<file path="src/rtl/pc_branch_unit.sv">
// Next-PC generator for fetch: PC register, branch/jump/JR target mux, stall-held redirect.
// Latency: a redirect reaches pc_o one edge later; a redirect seen during a stall lands on the first unstalled edge.
// Backpressure: stall freezes pc_o; a redirect arriving under stall is parked (newest wins) until stall drops.
//
// Ports:
//   clk, reset          rising-edge clock, synchronous active-high reset
//   stall_i             hold the PC this cycle
//   branch_i/offset_i   taken branch, word offset relative to pcplus_i
//   jump_i/jindex_i     J/JAL redirect, index spliced into pcplus_i's upper bits
//   jr_i/jr_target_i    JR/JALR redirect to a register value
//   pcplus_i            PC+4 of the redirecting instruction
//   pc_o, pcplus4_o     registered fetch PC and its combinational successor
//   pending_o           a parked redirect is waiting for the stall to clear
//   misalign_o          a loaded target had non-zero low bits (alignment check build only)
//
// Optional feature macro: PCBU_ALIGN_CHECK_EN (force loaded targets word-aligned, flag it).

module pc_branch_unit #(
  parameter int               WIDTH    = 32,
  parameter int               OFFW     = 16,
  parameter int               JIDXW    = 26,
  parameter logic [WIDTH-1:0] RESET_PC = '0
) (
  input  logic             clk,
  input  logic             reset,
  input  logic             stall_i,
  input  logic             branch_i,
  input  logic [OFFW-1:0]  offset_i,
  input  logic [WIDTH-1:0] pcplus_i,
  input  logic             jump_i,
  input  logic [JIDXW-1:0] jindex_i,
  input  logic             jr_i,
  input  logic [WIDTH-1:0] jr_target_i,
  output logic [WIDTH-1:0] pc_o,
  output logic [WIDTH-1:0] pcplus4_o,
  output logic             pending_o,
  output logic             misalign_o
);

  logic [WIDTH-1:0] pc_q;
  logic [WIDTH-1:0] pc_next;
  logic             pend_q;
  logic             pend_next;
  logic [WIDTH-1:0] ptgt_q;
  logic [WIDTH-1:0] ptgt_next;

  logic [WIDTH-1:0] off_sext;
  logic [WIDTH-1:0] off_bytes;
  logic [WIDTH-1:0] branch_tgt;
  logic [WIDTH-1:0] jump_tgt;
  logic [WIDTH-1:0] target;
  logic             redirect;

  logic             load_tgt;
  logic [WIDTH-1:0] load_val;

  // Word offset -> byte offset; the add wraps naturally at WIDTH bits.
  assign off_sext   = WIDTH'($signed(offset_i));
  assign off_bytes  = off_sext << 2;
  assign branch_tgt = pcplus_i + off_bytes;
  assign jump_tgt   = {pcplus_i[WIDTH-1:JIDXW+2], jindex_i, 2'b00};

  assign redirect = jr_i | jump_i | branch_i;

  always_comb begin
    target = branch_tgt;
    if (jr_i) begin
      target = jr_target_i;
    end else if (jump_i) begin
      target = jump_tgt;
    end
  end

  // A fresh redirect always supersedes a parked one, so nothing is applied twice.
  always_comb begin
    pc_next   = pc_q;
    pend_next = pend_q;
    ptgt_next = ptgt_q;
    load_tgt  = 1'b0;
    load_val  = target;
    if (stall_i) begin
      if (redirect) begin
        pend_next = 1'b1;
        ptgt_next = target;
      end
    end else if (redirect) begin
      load_tgt  = 1'b1;
      load_val  = target;
      pend_next = 1'b0;
    end else if (pend_q) begin
      load_tgt  = 1'b1;
      load_val  = ptgt_q;
      pend_next = 1'b0;
    end else begin
      pc_next = pc_q + WIDTH'(4);
    end
    if (load_tgt) begin
`ifdef PCBU_ALIGN_CHECK_EN
      pc_next = {load_val[WIDTH-1:2], 2'b00};
`else
      pc_next = load_val;
`endif
    end
  end

  always_ff @(posedge clk) begin
    if (reset) begin
      pc_q   <= RESET_PC;
      pend_q <= 1'b0;
      ptgt_q <= '0;
    end else begin
      pc_q   <= pc_next;
      pend_q <= pend_next;
      ptgt_q <= ptgt_next;
    end
  end

`ifdef PCBU_ALIGN_CHECK_EN
  // Flag lives for exactly the cycle the realigned target sits in pc_o.
  logic mis_q;
  always_ff @(posedge clk) begin
    if (reset) begin
      mis_q <= 1'b0;
    end else begin
      mis_q <= load_tgt && (load_val[1:0] != 2'b00);
    end
  end
  assign misalign_o = mis_q;
`else
  assign misalign_o = 1'b0;
`endif

  assign pc_o      = pc_q;
  assign pcplus4_o = pc_q + WIDTH'(4);
  assign pending_o = pend_q;

endmodule

</file>
<file path="config.mk">
export PLATFORM = sky130hd
export DESIGN_NAME = pc_branch_unit
export DESIGN_NICKNAME = d
export VERILOG_FILES = /design/src/rtl/pc_branch_unit.sv
export SDC_FILE = /design/constraint.sdc
export NUM_CORES = 1
export LEC_CHECK = 0
export BUFFER_PORTS_ARGS = -buffer_cell sky130_fd_sc_hd__buf_2
export CORE_MARGIN = 1.5
export CORE_UTILIZATION = 39
export CTS_CLUSTER_DIAMETER = 40
export DETAILED_ROUTE_END_ITERATION = 10
export GPL_TIMING_DRIVEN = 0
export PLACE_DENSITY_LB_ADDON = 0.15
export SYNTH_ARGS = -nofsm -noshare
export SYNTH_HDL_FRONTEND = slang
export SYNTH_SLANG_ARGS = --single-unit
</file>
<file path="constraint.sdc">
create_clock -name clk -period 4.6 [get_ports clk]
set_input_delay 0.69 -clock clk [delete_from_list [all_inputs] [get_ports clk]]
set_output_delay 0.69 -clock clk [all_outputs]
set_load 0.01 [all_outputs]
</file>
# Yosys cells after proc, flatten, opt, wreduce, memory -nomap -nowiden
# Index checks and enable logic that the tools add are counted.
totals:
  in_bits: 112
  wordCells: 26
  out_inout_bits: 66
  regBits: 65
op_classes:
  muxes: 12
  bitwise: 3
  reduce_logical: 3
  addsub: 2
  n_eq_ne: 3
ops:
  columns: ["cell", "n"]
  rows:
  - ["32-bit two-way mux", 9]
  - ["32-bit by 3-bit adder with 32-bit output, second input constant", 1]
  - ["32-bit adder", 1]
  - ["2-bit by 1-bit inequality test with 1-bit output, second input constant", 3]
  - ["1-bit two-way mux", 3]
  - ["3-bit AND reduction", 1]
  - ["1-bit OR", 2]
  - ["2-bit AND reduction", 1]
  - ["2-bit OR reduction", 1]
  - ["1-bit inverter", 1]

# Longest topological paths before layout
# Gate-level depths: netlist of the first run.
logic_depth:
  depth_word: 7
  ltp_mapped: 11
  ltp_nobuf: 11

# Worst setup path before layout of the first run
# OpenSTA, ideal clock, no wires.
synth_timing:
  kind: "input port to flip-flop"
  startpoint: "input port offset_i[0]"
  endpoint: "register pc_q[28], in the netlist pc_o[28]"
  setup_ns: 0.103
  cell_stages: 11
  t_required_ns: 4.497
  setup_slack_ns: 1.549
  arrival_ns: 2.948
  path_buffers: 0
  path_cell_list: "ha_1 -> fa_1 -> a21o_1 -> a221oi_2 -> o21ai_2 -> a21oi_4 -> o21ai_2 -> a31oi_4 -> o211a_1 -> nor4b_2 -> a2111oi_2"
synth_via:
  elab_chain_len: 7
synth_rtl:
  columns: ["item", "line", "rtl"]
  rows:
  - ["start, declared", "28", "input logic [OFFW-1:0] offset_i,"]
  - ["32-bit adder *", "60", "assign branch_tgt = pcplus_i + off_bytes;"]
  - ["32-bit two-way mux *", "69", "end else if (jump_i) begin"]
  - ["32-bit two-way mux *", "67", "if (jr_i) begin"]
  - ["32-bit two-way mux", "90", "end else if (pend_q) begin"]
  - ["32-bit two-way mux", "86", "end else if (redirect) begin"]
  - ["32-bit two-way mux *", "81", "if (stall_i) begin"]
  - ["32-bit two-way mux *", "97", "if (load_tgt) begin"]
  - ["end signal, assigned", "112", "pc_q <= pc_next;"]
  - ["end, declared", "40", "logic [WIDTH-1:0] pc_q;"]
# Mark *: on every way between the ends. The rest lies on a longest branch, timed or not.
# A chain may end at the register's enable or synchronous reset.

# Worst setup path in the final report of the first run
layout_timing:
  startpoint: "register pc_q[2], in the netlist pc_o[2]"
  endpoint: "output port pcplus4_o[28]"
layout_via:
  elab_chain_len: 1
layout_rtl:
  columns: ["item", "line", "rtl"]
  rows:
  - ["32-bit by 3-bit adder with 32-bit output", "134", "assign pcplus4_o = pc_q + WIDTH'(4);"]
  - ["end, declared", "35", "output logic [WIDTH-1:0] pcplus4_o,"]
# Every way passes these cells.

==> out/metrics.cfg, run 1 <==
[routing]
drc=0
drt_iter0_drc=520
via_per_inst=5.69
drt-pass1-iter-count=5
vias=6557
routedWlPerCell_um=19.3
wirelength_mm=22.3
ant_nets=0

[clock_network]
clock_path_buffers=2
root_buffer=clkbuf_16
clk_pin_slew_ns=0.06
cts-resized-gates=0
cts_buffers=9
cts_hold_buffers=0
cts.sinks=65
postCtsSetupBuffers=0
cts_tree=built
cts_htree_levels=3
insertion_delay_ns=0.34

[power_and_ir_drop]
internal-power_mw=1.33
p_clk_frac=0.339
pwr-share-seq=0.319
power.switching_mw=0.724
power_leakage_nw=3.26
switching_share=0.353
peakVddDrop_mv=0.159
power_frac_comb=0.342
power.density_mw_per_mm2=276

[yosys]
synth_top_cell_by_area=dfxtp_1
synthArstFlopShare=0
synth_cell_types=94
ys_seq_elements=65
synth-edff-count=0
netlist_instances=773
yosysMostFrequentCell=nor2_1
synth_warnings=0
synthTopCellsByArea=dfxtp_1 22%, ha_1 6.2%, a21oi_1 6.0%
synth_common_cells=79 x nor2_1, 72 x a21oi_1, 69 x nand2_1, 65 x dfxtp_1, 33 x clkbuf_1
synth_seq_area_share=0.216
synthesis.area_mm2=0.00601
synth_top_area_share=0.216
syn_nets=916
avgSynthCellArea_um2=7.78
synth_top_flop_cell=dfxtp_1

[hold_path]
whs_path_depth=2
hp-class=flop to flop
min-delay-start=ptgt_q[24]
min_to=ptgt_q[24]

[die]
fp.dieH_um=127
fp.dieW_um=127
io_pins=178
die_area_mm2=0.0162
start_util=0.397
core-area_mm2=0.0151
row_count=45

[critical_path]
rr_endpoint=pc_o[28]
slowest_stage=nor4_1
worstSetupEndpointType=output pin
reg2regPathDepth=9
worstPathRequired_ns=3.91
cp.arrival_ns=2.67
crit_path_cell_trace=ha_1 > and3_1 > nand4_1 > nor4_1 > nand2_1 > xnor2_1 > buf_2
rrSetupSlack_ns=1.68
reg2reg_from=pc_o[2]
max_stage_delay_ns=0.54
critical_path.max_fanout=6
critPathKind=flop to output pin
worstSetupStartpointType=flop
crit_start=pc_o[2]

[timing]
rsz0062_at_grt=false
worstMarginPinSlew_ns=0.796
slew_viol_final=0
finalCritPeriodShare=0.730
fin_skew_ns=0.00428
tns_ns=0
period_needed_ns=3.36
hold_viol_final=0
max_freq_mhz=298
slew-limit-headroom=0.469
setup_viol=0

[layout]
fillers=1585
layout.nets=1102
drive_gt1_frac=0.273
multi_input_area_mm2=0.00435
final_core_util=0.490
area_delta_synth_final_pct=23.4
register_area_mm2=0.00130
diodes=0

[placed_design]
hpwl_mm=17.3
place_congestion=0.921
io_buffers=175

[job]
maxCapViolCount=0

[global_routing]
antenna_found_initial=0
grt.total_usage=0.272
grt_max_degree=16
grt_first_pass_wirelength_mm=34.0
grt-ovfl-total=0
first_global_vias=5998

[status]
status=complete, no violations

power by group through the flow:
stage	logic [mW]	registers, mW	clock network (mW)
2_1_floorplan	0.448	0.666	0
3_3_place_gp	0.688	0.665	0
3_5_place_dp	0.688	0.666	0
4_1_cts	0.692	0.654	0.691
5_1_grt	0.765	0.661	0.715
6_report	0.700	0.654	0.696
placed cells by master (no fill, tap or decap), types with 5 or more instances in the layout:
cell type / n
xnor2_1: 32
o21ai_0: 26
o211ai_1: 20
mux2i_1: 15
dfxtp_1: 65
o31ai_1: 5
clkbuf_16: 9
nor2_1: 79
o21a_1: 11
a221oi_2: 5
nor3_1: 23
buf_2: 180
o22ai_1: 5
xor2_1: 14
clkbuf_8: 5
and3_1: 6
ha_1: 30
nand4_1: 15
clkbuf_1: 33
nand3_1: 22
inv_1: 15
nand2b_1: 14
buf_4: 7
or3_1: 10
nand2_1: 69
a211oi_1: 24
nor2b_1: 12
a21o_1: 16
a21oi_1: 72
mux2_2: 8
registers in the layout (all words and copies together) (netlist names):
signal     cells
pc_o          32
ptgt_q        32
pending_o      1
worst max path at each step:
stage / end / slack (ns)
finish: pcplus4_o[28] / 1.24
CTS: pcplus4_o[28] / 1.22
floorplan: pc_o[28] / 1.55
detailed placement: pc_o[12] / 1.03
global placement: pc_o[12] / 1.02
global route: pcplus4_o[28] / 1.05
area by class of cell:
cell class,count,share of cell area
Multi-Input combinational cell,636,0.586
Sequential cell,65,0.175
Timing Repair Buffer,175,0.118
Buffer,55,0.0400
Clock buffer,10,0.0322
Tap cell,188,0.0317
Inverter,17,0.00860
Clock inverter,6,0.00775
per-stage QoR:
step | area, um2 | power, mW | instances | setup WS (ns) | hold WS, ns
6_report | 7420 | 2.05 | 1152 | 1.24 | 0.451
5_1_grt | 7420 | 2.14 | 1152 | 1.05 | 0.476
4_1_cts | 7420 | 2.04 | 1152 | 1.22 | 0.450
3_5_place_dp | 7130 | 1.35 | 1136 | 1.03 | 0.443
3_3_place_gp | 7130 | 1.35 | 1136 | 1.02 | 0.437
2_1_floorplan | 6010 | 1.11 | 773 | 1.55 | 0.428
metal layers:
layer	GRT usage	vias to the layer above	share of wire
li1	-	3222	-
met5	0	-	0
met2	0.441	311	0.45
met1	0.384	2998	0.45
met3	0.0255	26	0.080
met4	0.0829	0	0.016
logic make-up after synthesis:
group           after synthesis  synth area share
simple gates                285             0.244
flops                        65             0.216
mux                          23            0.0399
buf+inv                      72            0.0599
other cells                   1          0.000623
compound gates              248             0.301
fa+ha+maj                    31            0.0657
xor+xnor                     48            0.0724
critical path: cells and delay by family (launching register included):
| family | cells | cell delay [ns] |
|---|---|---|
| xor gates and xnor gates | 1 | 0.25 |
| adders and majority gates | 1 | 0.21 |
| buffers and inverters | 1 | 0.18 |
| DFF | 1 | 0.44 |
| and+or+nand+nor | 4 | 1.23 |
Power figures use the tool's default switching activity.
==> run 2, diff against run 1 <==
==> constraint.sdc (replaced) <==
create_clock -name clk -period 2.7 [get_ports clk]
set_input_delay 0.405 -clock clk [delete_from_list [all_inputs] [get_ports clk]]
set_output_delay 0.405 -clock clk [all_outputs]
set_load 0.01 [all_outputs]
==> run 2 against run 1 <==
Wire length increased by 1.3%. Flip-flop and latch count did not move. Critical endpoint is now pcplus4_o[29]. Critical path depth up 1. Clock skew increased by 0.0029 ns. Critical path type unchanged. Hold slack worse by 0.048 ns.
==> out/metrics.cfg, run 2 (synthesis gave the netlist of run 1 again) <==
[die]
io_pins=178  ; unchanged
die_area_mm2=0.0162  ; unchanged
core-area_mm2=0.0151  ; unchanged
start_util=0.397  ; unchanged
fp.dieH_um=127  ; unchanged
row_count=45  ; unchanged
fp.dieW_um=127  ; unchanged

[critical_path]
path_depth=8  ; was 7
cp.buffers_inverters=2  ; was 1
cp.arrival_ns=2.25  ; was 2.67 ns
slowest_stage=dfxtp_4  ; was nor4_1
critical_path.max_fanout=6  ; unchanged
critical_path.top_delay_family=simple AND/OR/NAND/NOR gates  ; unchanged
crit_path_cell_trace=and4_4 > nand4_4 > or2_1 > buf_6 > nor3_4 > nand3_2 > xnor2_2 > buf_2  ; was ha_1 > and3_1 > nand4_1 > nor4_1 > nand2_1 > xnor2_1 > buf_2
critPathKind=flop to output pin  ; unchanged
worstPathRequired_ns=2.30  ; was 3.91 ns
worstSetupStartpointType=flop  ; unchanged
max_stage_delay_ns=0.37  ; was 0.54 ns
reg2regPathDepth=7  ; was 9
worstSetupEndpointType=output pin  ; unchanged

[placed_design]
place_congestion=0.893  ; was 0.921
io_buffers=175  ; unchanged
hpwl_mm=17.4  ; was 17.3 mm
placedCellCount=1136  ; unchanged
placed_area_mm2=0.00713  ; about the same

[clock_network]
root_buffer=clkbuf_16  ; unchanged
cts_htree_levels=3  ; unchanged
clk_pin_slew_ns=0.05  ; was 0.06 ns
cts_buffers=9  ; unchanged
cts_hold_buffers=0  ; unchanged
cts.sinks=65  ; unchanged
cts_tree=built  ; unchanged
insertion_delay_ns=0.34  ; about the same
clock_path_buffers=2  ; unchanged

[layout]
drive_gt1_frac=0.341  ; was 0.273
fillers=1519  ; was 1585
layout.nets=1133  ; was 1102
multi_input_area_mm2=0.00458  ; was 0.00435 mm2
diodes=0  ; unchanged
area_delta_synth_final_pct=32.1  ; was 23.4%
final_common_cell=buf_2  ; unchanged
mostFrequentLayoutCells=178 x buf_2, 78 x nor2_1, 69 x nand2_1  ; was 180 x buf_2, 79 x nor2_1, 72 x a21oi_1
final_cell_area_mm2=0.00795  ; was 0.00742 mm2
final_cells=1183  ; was 1152
register_area_mm2=0.00132  ; was 0.00130 mm2

[hold_path]
whs_path_depth=3  ; was 2
hp-class=input pin to flop  ; was flop to flop

[routing]
drt-pass1-iter-count=5  ; unchanged
via_per_inst=5.68  ; was 5.69
routedWlPerCell_um=19.1  ; was 19.3 um
ant_nets=0  ; unchanged
drt_iter0_drc=458  ; was 520
wirelength_mm=22.6  ; was 22.3 mm
vias=6717  ; was 6557
drc=0  ; unchanged

[power_and_ir_drop]
switching_share=0.345  ; was 0.353
p_clk_frac=0.337  ; was 0.339
internal-power_mw=2.38  ; was 1.33 mW
pwr-share-seq=0.308  ; was 0.319
power_leakage_nw=3.50  ; was 3.26 nW
power_frac_comb=0.355  ; was 0.342
peakVddDrop_mv=0.281  ; was 0.159 mV
power.switching_mw=1.26  ; was 0.724 mW
power.density_mw_per_mm2=458  ; was 276 mW/mm2

[timing]
slew_viol_final=0  ; unchanged
worstMarginPinSlew_ns=0.792  ; was 0.796 ns
max_freq_mhz=376
setup_viol=0  ; unchanged
fin_skew_ns=0.00719  ; was 0.00428 ns
hold_viol_final=0  ; unchanged
slew-limit-headroom=0.470  ; was 0.469
finalCritPeriodShare=0.984
rsz0062_at_grt=true  ; was false
period_needed_ns=2.66

[global_routing]
grt_max_degree=16  ; unchanged
first_global_vias=6295  ; was 5998
antenna_found_initial=1  ; was 0
grt-ovfl-total=0  ; unchanged
grt.total_usage=0.277  ; was 0.272
grt_first_pass_wirelength_mm=34.9  ; was 34.0 mm

[job]
maxCapViolCount=0  ; unchanged

[status]
status=complete, no violations  ; unchanged

-- run 2: cell types whose count changed in the layout (fill, tap and decap cells not counted), moves of 4 or more --
cell	change
buf_4	+29
dfxtp_1	-12
dfxtp_2	+10
buf_6	+5
ha_1	-5
a21oi_1	-4
a21oi_2	+4
ha_2	+4
o21ai_0	-4
-- run 2: layer usage --
metal	wire (um)	up-vias	track usage
li1	-	3286	-
met1	10200	3107	0.382
met2	10200	281	0.440
met3	1610	41	0.0402
met4	502	2	0.102
met5	12	-	0
-- run 2: power by group through the flow --
stage / Clock (mW) / Combinational, mW / Sequential (mW)
after floorplan: 0 / 0.764 / 1.13
after global placement: 0 / 1.17 / 1.13
after detailed placement: 0 / 1.17 / 1.14
after CTS: 1.22 / 1.22 / 1.12
after global routing: 1.27 / 1.41 / 1.13
final: 1.23 / 1.29 / 1.12
-- run 2: repair_timing --
action	in CTS	in global routing
gates resized for setup	19	51
endpoints found under the setup margin	21	38
pin swaps	15	28
buffers inserted	12	19
hold endpoints to repair	0	0
-- run 2: area by class of cell --
cell class | instances | area share
timing repair buffer | 206 | 0.142
multi-input combinational | 636 | 0.577
clock buffer | 14 | 0.0345
clock inverter | 2 | 0.00441
buffer | 55 | 0.0379
tap | 188 | 0.0296
inverter | 17 | 0.00803
sequential | 65 | 0.166
-- run 2: path summary, 6_finish.rpt --
| kind | start | end | slack, ns |
|---|---|---|---|
| max | pc_o[4] | pcplus4_o[29] | 0.04 |
| min | jr_target_i[28] | ptgt_q[28] | 0.40 |
| max reg2reg | pending_o | pc_o[17] | 0.26 |
| min reg2reg | ptgt_q[9] | ptgt_q[9] | 0.45 |
-- run 2: metrics by stage --
stage                     hold slack, ns  power [mW]  setup TNS, ns  setup WS, ns  utilization
final                              0.404        3.64              0        0.0431        0.525
after global placement             0.438        2.31          -9.85        -0.546        0.471
after floorplan                    0.428        1.90              0        0.0216            -
after global routing               0.417        3.80         -0.235       -0.0467        0.525
after detailed placement           0.445        2.31         -10.23        -0.512        0.471
after CTS                          0.401        3.55        -0.0362       -0.0362        0.504
-- run 2: worst register-to-register path, delay by kind of cell, from the launching register on --
kind	cells	cell delay [ns]
flip-flops	1	0.34
buffers and inverters	3	1.43
AO/OA/AOI/OAI	1	0.23
multiplexers	1	0.13
AND/OR/NAND/NOR	2	0.24
